## src/rtl/wide_alu_sequencer.sv

```systemverilog
// Sequences an external 8-bit ALU to run 16-bit ADD/SHL/SHR in two byte steps.
// Optional GT16 compare (three steps) is compiled in when WIDE_ALU_GT16_EN is defined.
module wide_alu_sequencer (
   input  logic        Clk,
   input  logic        Reset,
   input  logic        start,
   input  logic [1:0]  op,
   input  logic [15:0] a,
   input  logic [15:0] b,
   output logic        busy,
   output logic        done,
   output logic [15:0] result,
   output logic        carry_out,
   output logic        alu_ritype,
   output logic [2:0]  alu_op,
   output logic [7:0]  alu_r1,
   output logic [7:0]  alu_r2,
   output logic        alu_shift_dir,
   output logic        alu_carry_in,
   output logic        alu_overflow_in,
   input  logic [7:0]  alu_out,
   input  logic        alu_carry,
   input  logic        alu_overflow
);

   typedef enum logic [2:0] {IDLE, STEP1, STEP2, STEP3, DONE} state_t;

   localparam logic [1:0] OP_ADD = 2'b00;
   localparam logic [1:0] OP_SHL = 2'b01;
   localparam logic [1:0] OP_SHR = 2'b10;
   localparam logic [1:0] OP_GT  = 2'b11;

   state_t      state_q, state_d;
   logic [1:0]  op_q, op_d;
   logic [15:0] a_q, a_d, b_q, b_d;
   logic [7:0]  stage_q, stage_d;
   logic [15:0] result_q, result_d;
   logic        carry_out_q, carry_out_d;
   logic        busy_q, busy_d, done_q, done_d;
   logic [2:0]  alu_op_q, alu_op_d;
   logic [7:0]  alu_r1_q, alu_r1_d, alu_r2_q, alu_r2_d;
   logic        alu_shift_dir_q, alu_shift_dir_d;
   logic        alu_carry_in_q, alu_carry_in_d;
   logic        alu_overflow_in_q, alu_overflow_in_d;
`ifdef WIDE_ALU_GT16_EN
   logic        g_hi_q, g_hi_d, l_hi_q, l_hi_d;
`endif

   always_comb begin
      state_d     = state_q;
      op_d        = op_q;
      a_d         = a_q;
      b_d         = b_q;
      stage_d     = stage_q;
      result_d    = result_q;
      carry_out_d = carry_out_q;
`ifdef WIDE_ALU_GT16_EN
      g_hi_d      = g_hi_q;
      l_hi_d      = l_hi_q;
`endif
      case (state_q)
         IDLE: if (start) begin
            state_d = STEP1;
            op_d    = op;
            a_d     = a;
            b_d     = b;
            if (op == OP_GT) carry_out_d = 1'b0;
         end
         STEP1: begin
            stage_d = alu_out;
            state_d = STEP2;
            if (op_q == OP_GT) begin
`ifdef WIDE_ALU_GT16_EN
               g_hi_d   = alu_out[0];
`else
               result_d = 16'h0000;
               state_d  = DONE;
`endif
            end
         end
         STEP2: begin
            state_d = DONE;
            case (op_q)
               OP_ADD: begin result_d = {alu_out, stage_q}; carry_out_d = alu_overflow; end
               OP_SHL: begin result_d = {alu_out, stage_q}; carry_out_d = a_q[15]; end
               // right shift walks the high byte first, so the staged byte is the top half
               OP_SHR: begin result_d = {stage_q, alu_out}; carry_out_d = a_q[0]; end
               default: begin
`ifdef WIDE_ALU_GT16_EN
                  l_hi_d  = alu_out[0];
                  state_d = STEP3;
`endif
               end
            endcase
         end
`ifdef WIDE_ALU_GT16_EN
         STEP3: begin
            result_d = {15'b0, g_hi_q | (~l_hi_q & alu_out[0])};
            state_d  = DONE;
         end
`endif
         DONE:    state_d = IDLE;
         default: state_d = IDLE;
      endcase

      busy_d = (state_d != IDLE);
      done_d = (state_d == DONE);

      // ALU drive is registered: computed for the state being entered
      alu_op_d          = 3'b000;
      alu_r1_d          = 8'h00;
      alu_r2_d          = 8'h00;
      alu_shift_dir_d   = 1'b0;
      alu_carry_in_d    = 1'b0;
      alu_overflow_in_d = 1'b0;
      case (state_d)
         STEP1: case (op_d)
            OP_ADD: begin alu_op_d = 3'b001; alu_r1_d = a_d[7:0]; alu_r2_d = b_d[7:0]; end
            OP_SHL: begin alu_op_d = 3'b101; alu_r1_d = a_d[7:0]; end
            OP_SHR: begin
               alu_op_d = 3'b101; alu_shift_dir_d = 1'b1;
               alu_r1_d = a_d[15:8]; alu_r2_d = 8'd1;
            end
`ifdef WIDE_ALU_GT16_EN
            OP_GT:  begin alu_op_d = 3'b110; alu_r1_d = a_d[15:8]; alu_r2_d = b_d[15:8]; end
`endif
            default: ;
         endcase
         STEP2: case (op_d)
            OP_ADD: begin
               alu_op_d = 3'b001; alu_r1_d = a_d[15:8]; alu_r2_d = b_d[15:8];
               alu_overflow_in_d = alu_overflow;
            end
            OP_SHL: begin
               alu_op_d = 3'b101; alu_r1_d = a_d[15:8]; alu_r2_d = 8'd1;
               alu_carry_in_d = alu_carry;
            end
            OP_SHR: begin
               alu_op_d = 3'b101; alu_shift_dir_d = 1'b1; alu_r1_d = a_d[7:0];
               alu_carry_in_d = alu_carry;
            end
`ifdef WIDE_ALU_GT16_EN
            OP_GT:  begin alu_op_d = 3'b110; alu_r1_d = b_d[15:8]; alu_r2_d = a_d[15:8]; end
`endif
            default: ;
         endcase
`ifdef WIDE_ALU_GT16_EN
         STEP3: begin alu_op_d = 3'b110; alu_r1_d = a_d[7:0]; alu_r2_d = b_d[7:0]; end
`endif
         default: ;
      endcase
   end

   always_ff @(posedge Clk) begin
      if (Reset) begin
         state_q           <= IDLE;
         op_q              <= 2'b00;
         a_q               <= 16'h0000;
         b_q               <= 16'h0000;
         stage_q           <= 8'h00;
         result_q          <= 16'h0000;
         carry_out_q       <= 1'b0;
         busy_q            <= 1'b0;
         done_q            <= 1'b0;
         alu_op_q          <= 3'b000;
         alu_r1_q          <= 8'h00;
         alu_r2_q          <= 8'h00;
         alu_shift_dir_q   <= 1'b0;
         alu_carry_in_q    <= 1'b0;
         alu_overflow_in_q <= 1'b0;
`ifdef WIDE_ALU_GT16_EN
         g_hi_q            <= 1'b0;
         l_hi_q            <= 1'b0;
`endif
      end else begin
         state_q           <= state_d;
         op_q              <= op_d;
         a_q               <= a_d;
         b_q               <= b_d;
         stage_q           <= stage_d;
         result_q          <= result_d;
         carry_out_q       <= carry_out_d;
         busy_q            <= busy_d;
         done_q            <= done_d;
         alu_op_q          <= alu_op_d;
         alu_r1_q          <= alu_r1_d;
         alu_r2_q          <= alu_r2_d;
         alu_shift_dir_q   <= alu_shift_dir_d;
         alu_carry_in_q    <= alu_carry_in_d;
         alu_overflow_in_q <= alu_overflow_in_d;
`ifdef WIDE_ALU_GT16_EN
         g_hi_q            <= g_hi_d;
         l_hi_q            <= l_hi_d;
`endif
      end
   end

   assign busy            = busy_q;
   assign done            = done_q;
   assign result          = result_q;
   assign carry_out       = carry_out_q;
   assign alu_ritype      = 1'b0;
   assign alu_op          = alu_op_q;
   assign alu_r1          = alu_r1_q;
   assign alu_r2          = alu_r2_q;
   assign alu_shift_dir   = alu_shift_dir_q;
   assign alu_carry_in    = alu_carry_in_q;
   assign alu_overflow_in = alu_overflow_in_q;

endmodule

```

## config.mk

```make
export PLATFORM = sky130hd
export DESIGN_NAME = wide_alu_sequencer
export DESIGN_NICKNAME = d
export VERILOG_FILES = /design/src/rtl/wide_alu_sequencer.sv
export SDC_FILE = /design/constraint.sdc
export NUM_CORES = 1
export LEC_CHECK = 0
export CAP_MARGIN = 20
export CORE_ASPECT_RATIO = 1.75
export CORE_UTILIZATION = 45
export CTS_BUF_LIST = sky130_fd_sc_hd__clkbuf_4
export CTS_CLUSTER_DIAMETER = 40
export DETAILED_ROUTE_END_ITERATION = 10
export GPL_TIMING_DRIVEN = 1
export MAX_ROUTING_LAYER = met4
export PLACE_DENSITY = 0.75
export SLEW_MARGIN = 15
export SYNTH_ARGS = -nofsm -noshare
export SYNTH_HDL_FRONTEND = slang
export SYNTH_SLANG_ARGS = --single-unit
```

## constraint.sdc

```tcl
create_clock -name Clk -period 3.8 [get_ports Clk]
set_input_delay 0.57 -clock Clk [delete_from_list [all_inputs] [get_ports Clk]]
set_output_delay 0.57 -clock Clk [all_outputs]
set_load 0.1 [all_outputs]
```

Yosys cells after proc, flatten, opt, wreduce, memory -nomap -nowiden
Cells that the tools add are included.
{ "totals": {"register_bits": 86, "wordCells": 74, "output_inout_bits": 42} }
{ "classes": {"reduce_logical": 15, "n_bitwise": 4, "muxes": 24, "n_eq_ne": 16} }
{ "op_table": {"columns": ["op", "count"], "rows": [
  ["8-bit one-hot mux with 2 select lines", 6],
  ["16-bit 2-to-1 mux", 5],
  ["16-bit one-hot mux with 2 select lines", 2],
  ["2-bit OR reduction", 5],
  ["3-bit one-hot mux with 3 select lines", 1],
  ["2-bit equality test, second input constant", 4],
  ["3-bit by 1-bit equality test with 1-bit output, second input constant", 2],
  ["3-bit by 2-bit equality test with 1-bit output, second input constant", 2],
  ["3-bit 2-to-1 mux", 2],
  ["2-bit inequality test, second input constant", 3],
  ["3-bit one-hot mux with 2 select lines", 1],
  ["3-bit OR reduction", 2],
  ["2-bit by 1-bit equality test with 1-bit output, second input constant", 2],
  ["2-bit logical NOT", 2],
  ["2-bit 2-to-1 mux", 2],
  ["4-bit inequality test, second input constant", 1],
  ["1-bit NOT", 4],
  ["4-bit AND reduction", 1],
  ["2-bit nonzero test", 2],
  ["3-bit equality test, second input constant", 1],
  ["3-bit logical NOT", 1],
  ["1-bit 2-to-1 mux", 3],
  ["3-bit inequality test, second input constant", 1],
  ["1-bit one-hot mux with 3 select lines", 1],
  ["other kinds (3)", 3]
]} }

Longest topological paths before layout
{ "logic_depth": {"ltp_word": 7, "ltp_mapped": 12, "mapped_depth_nobuf": 9} }

Least setup slack after synthesis
Ideal clock, no wire load.
{ "synth_path": {"kind": "input to register", "start": "input start", "end": "register alu_r1_q[7] (netlist: alu_r1[7])", "cell_stages": 12, "setup_time_ps": 124, "path_buffers": 3, "slack_ps": 1108, "arrival_time_ps": 2568, "path_cell_list": "nor4b_2 > buf_4 > buf_6 > nor2_1 > a21oi_2 > inv_1 > ha_1 > or2_2 > clkbuf_1 > nand3_1 > o22a_1 > o21ai_1"} }
{ "synth_via": {"elab_chain_len": 6, "elab_cells_between_ends": 15, "cone_classes": "eq/ne (4); mux (9); reduce/logical (2)"} }
{ "synth_rtl": {"columns": ["item", "line", "source"], "rows": [
  ["start, declared", "6", "input logic start,"],
  ["2-bit 2-to-1 mux *", "62", "IDLE: if (start) begin"],
  ["2-bit 2-to-1 mux *", "61", "case (state_q)"],
  ["named net op_d[0]", "34", "logic [1:0] op_q, op_d;"],
  ["2-bit by 1-bit equality test with 1-bit output or 2-bit logical NOT (tied branches)", "117, 129", null],
  ["2-bit OR reduction (no source line)", null, null],
  ["8-bit one-hot mux with 2 select lines, on equally long branches", "129, 117", null],
  ["8-bit one-hot mux with 2 select lines *", "116", "case (state_d)"],
  ["end signal, assigned", "186", "alu_r1_q <= alu_r1_d;"],
  ["end, declared", "41", "logic [7:0] alu_r1_q, alu_r1_d, alu_r2_q, alu_r2_d;"]
]} }
The timed path passes the listed nets; every way through them passes the cells marked *.
A chain may end at the register's enable or synchronous reset.

Final worst setup path
{ "layout_path": {"start": "input start", "end": "register alu_r1_q[4] (netlist: alu_r1[4])"} }
{ "layout_via": {"elab_chain_len": 6, "elab_cells_between_ends": 15, "cone_classes": "eq/ne (4); mux (9); reduce/logical (2)"} }
{ "layout_rtl": {"columns": ["item", "line"], "rows": [
  ["2-bit 2-to-1 mux", "62"],
  ["2-bit 2-to-1 mux", "61"],
  ["2-bit by 1-bit equality test with 1-bit output or 2-bit logical NOT (tied branches)", "117, 129"],
  ["2-bit OR reduction (no source line)", null],
  ["8-bit one-hot mux with 2 select lines, on equally long branches", "129, 117"],
  ["8-bit one-hot mux with 2 select lines *", "116"]
]} }
Every way passes the cells marked *; elsewhere a longest branch is shown, timed or not.

==> summary.txt <==
Critical path
  – WP buf/inv: 2
  – Setup Crit Path Kind: input pin to flop
  – Worst EP arrival: 3.15 ns
  – Crit path max-delay cell type: clkdlybuf4s50_1
  – Critical path capture point type: flop
  – Required @ worst endpoint: about 4.1 ns
  – Worst-path cell chain: clkdlybuf4s50_1 > nor4b_4 > buf_4 > a21oi_2 > ha_1 > or2_2 > nand3_1 > o22a_1 > o21ai_1
  – CP startpoint kind: input pin
  – CP top delay family: simple AND/OR/NAND/NOR gates
  – Crit path max fanout: 15
  – Slowest stage delay, CP: about 0.51 ns

Global routing
  – Global routing usage on met1: ~22%
  – Largest net degree at the start of global routing: 36
  – First-pass GRT wire length: 11.8 mm
  – GR peak layer: met2
  – GR Util met3: roughly 3.3%
  – Gr ovfl total: 0
  – Number of global-route vias before repair: 2558
  – Met2 Resource Use GR: 36.2%
  – Initial antenna violation count: 0
  – Tot GR Track Use: 20.9%

Synthesis
  – Syn avg cell area: between 10 and 15 um^2
  – Synth Register Bits: 77
  – FFs w/ async S/R, synth: 0%
  – Post-Syn Instances: between 300 and 400
  – Post-synth EDFFs: 0
  – Synth Flop Type: dfxtp_1
  – Synthesized area: about 0.0033 mm^2
  – Ys Warns: 0
  – Register area share after synthesis: approximately 47%
  – Synth cell types: 40

Placement
  – Inst Count DP: between 400 and 500
  – Port buffer count: between 80 and 90
  – Routability congestion estimate: around 0.80
  – Final HPWL DP: 5.44 mm
  – DP Area: approximately 0.0042 mm^2

Floorplan
  – I/O Pins: 89
  – Die Width: 66.8 um
  – Starting Density: a little under half
  – Num rows: 41
  – Die H: ~120 um
  – Core Area: between 0.007 and 0.008 mm^2
  – Die area: between 0.007 and 0.008 mm^2

Cells and area
  – Syn-to-layout area delta: 29.4%
  – Final Util: between 50% and 60%
  – N_diodes: 0
  – Final instance area: 0.00427 mm^2
  – Share of layout cells above drive strength 1: about 16%
  – Non-Filler Instances: approximately 490
  – Net count reported at finish: ~450
  – Fill cells: approximately 640

Status
  – Status: complete, no violations

Timing
  – Final hold vios: 0
  – Least-Margin Pin Slew: around 1 ns
  – Skew final: around 0.0060 ns
  – Max-slew violation count: 0
  – Slew HR: between 30% and 40%
  – Setup TNS: 0 ns
  – FMAX: ~350 MHz
  – Final worst path period share: between 70% and 80%
  – Fin Hold WS: about 0.47 ns
  – Min Tclk post-route: about 2.8 ns
  – RSZ-0062 raised after global routing: no
  – Final Setup Violations: 0

Pwr
  – Switching share of power: between 30% and 40%
  – Share of total power in the clock network: 23.5%
  – PD cells: 394 mW/mm^2
  – Comb power frac: 25.0%
  – Max VDD drop: ~0.20 mV
  – Internal power: approximately 1.1 mW
  – Flop pwr share: between 50% and 60%
  – Leak Pwr: roughly 1.6 nW
  – Switching power total: approximately 0.55 mW

Clock network
  – H-tree levels: 3
  – Worst-path clk slew: between 0.1 and 0.15 ns
  – Num CTS Buffers: 9
  – # resized after CTS: 0
  – CTS tree: built
  – Bufs on Longest Clock Path: 2
  – Clock sink total: 77
  – Hold bufs inserted after CTS: 0
  – Post-CTS setup buffers: 0
  – Root Driver: clkbuf_4
  – Skew-Pair Late Insertion Delay: around 0.43 ns

Routing
  – Vias per cell: roughly 5.3
  – DRC Markers: 0
  – Via count: between 2000 and 3000
  – Pre-Repair DR Iteration Count: 4
  – Routed WL: 7.38 mm
  – WL/cell: 15.1 um
  – Post-DRT Antenna Nets: 0
  – Starting DRT DRC Count: 88

Flow run
  – Max-Cap Viols: 0

Worst hold path
  – Worst Hold Class: flop to flop
## final timing paths
kind	start	end	slack, ns	cells after the start
max	start	alu_r1[4]	0.96	9
min	b_q[14]	b_q[14]	0.47	2
max reg2reg	state_q[2]	alu_r1[4]	1.05	8
min reg2reg	b_q[14]	b_q[14]	0.47	2
## power by group through the flow
stage	registers, mW	clock network, mW	logic [mW]
after floorplan	0.994	0	0.194
after global placement	0.884	0	0.415
after detailed placement	0.885	0	0.421
after CTS	0.867	0.404	0.422
after global routing	0.871	0.438	0.448
final	0.866	0.396	0.421
## per-layer routing
metal	routed length [um]	up-vias
li1	-	1268
met1	3000	1236
met2	3870	73
met3	283	20
met4	225	0
met5	0	-
## registers in the layout (all words and copies together) (netlist names)
name	count
alu_overflow_in	1
alu_r2	8
state_q	3
a_q	16
alu_r1	8
alu_shift_dir	1
busy	1
alu_carry_in	1
stage_q	8
b_q	8
alu_op	2
carry_out	1
result	16
op_q	2
done	1
## layout by cell type, fill, tap and decap left out, types with 2 or more instances in the layout
cell	synthesis	routed
nand3_1	2	2
clkinv_2	0	2
nor3b_2	1	2
nor2_2	10	10
conb_1	1	2
nor4b_4	1	2
ha_1	9	9
inv_1	8	8
a21oi_1	5	5
mux2i_1	30	30
a21oi_2	3	3
nor3b_1	3	2
and2_1	2	2
o21ai_1	9	9
buf_4	5	4
and3_1	2	2
a22oi_2	10	10
clkbuf_4	0	9
clkinv_1	0	4
clkdlybuf4s50_1	0	85
nor2_1	56	56
nand2_1	7	7
dfxtp_1	77	77
a22oi_1	15	15
mux2_2	16	16
o22a_1	8	8
a2bb2oi_1	6	6
## kinds of logic (layout without fill, tap and decap cells)
family / after synthesis / in the layout / share of synthesized area [%]
AND/OR/NAND/NOR: 91 / 91 / 14.4
flip-flops: 77 / 77 / 46.7
AO/OA/AOI/OAI: 62 / 62 / 15.3
multiplexers: 47 / 47 / 14.9
buffers and inverters: 30 / 114 / 5.19
adder cells (fa/ha/maj): 9 / 9 / 3.41
other: 1 / 2 / 0.114
## worst reg2reg max path, cell delays in order (launching register included)
cell     delay (ns)
dfxtp_1        0.45
nor4b_4        0.44
buf_4          0.33
a21oi_2        0.13
ha_1           0.27
or2_2          0.41
nand3_1        0.35
o22a_1         0.18
o21ai_1        0.08
## metrics by stage
step | setup WS [ns] | power [mW]
final | 0.957 | 1.68
after floorplan | 1.11 | 1.19
after global routing | 0.781 | 1.76
after CTS | 0.992 | 1.69
after detailed placement | 0.551 | 1.31
after global placement | 0.663 | 1.30
## layout make-up
| cell class | count | area [um^2] | area share (%) |
|---|---|---|---|
| Clock inverter | 7 | 32.5 | 0.762 |
| Timing Repair Buffer | 90 | 886 | 20.7 |
| Inverter | 8 | 30.0 | 0.703 |
| Multi-Input combinational cell | 211 | 1610 | 37.6 |
| Clock buffer | 9 | 67.6 | 1.58 |
| Sequential cell | 77 | 1540 | 36.1 |
| Tap cell | 86 | 108 | 2.52 |
## cells in the mapped netlist, types with 8 or more instances
cell / count / area share (%)
dfxtp_1: 77 / 47
nor2_1: 56 / 6.4
mux2i_1: 30 / 9.1
mux2_2: 16 / 5.5
a22oi_1: 15 / 3.4
a22oi_2: 10 / 3.8
clkbuf_1: 10 / 1.1
nor2_2: 10 / 1.9
ha_1: 9 / 3.4
o21ai_1: 9 / 1.4
inv_1: 8 / 0.91
o22a_1: 8 / 2.1
Note: power is estimated with default switching activity, not from simulation.
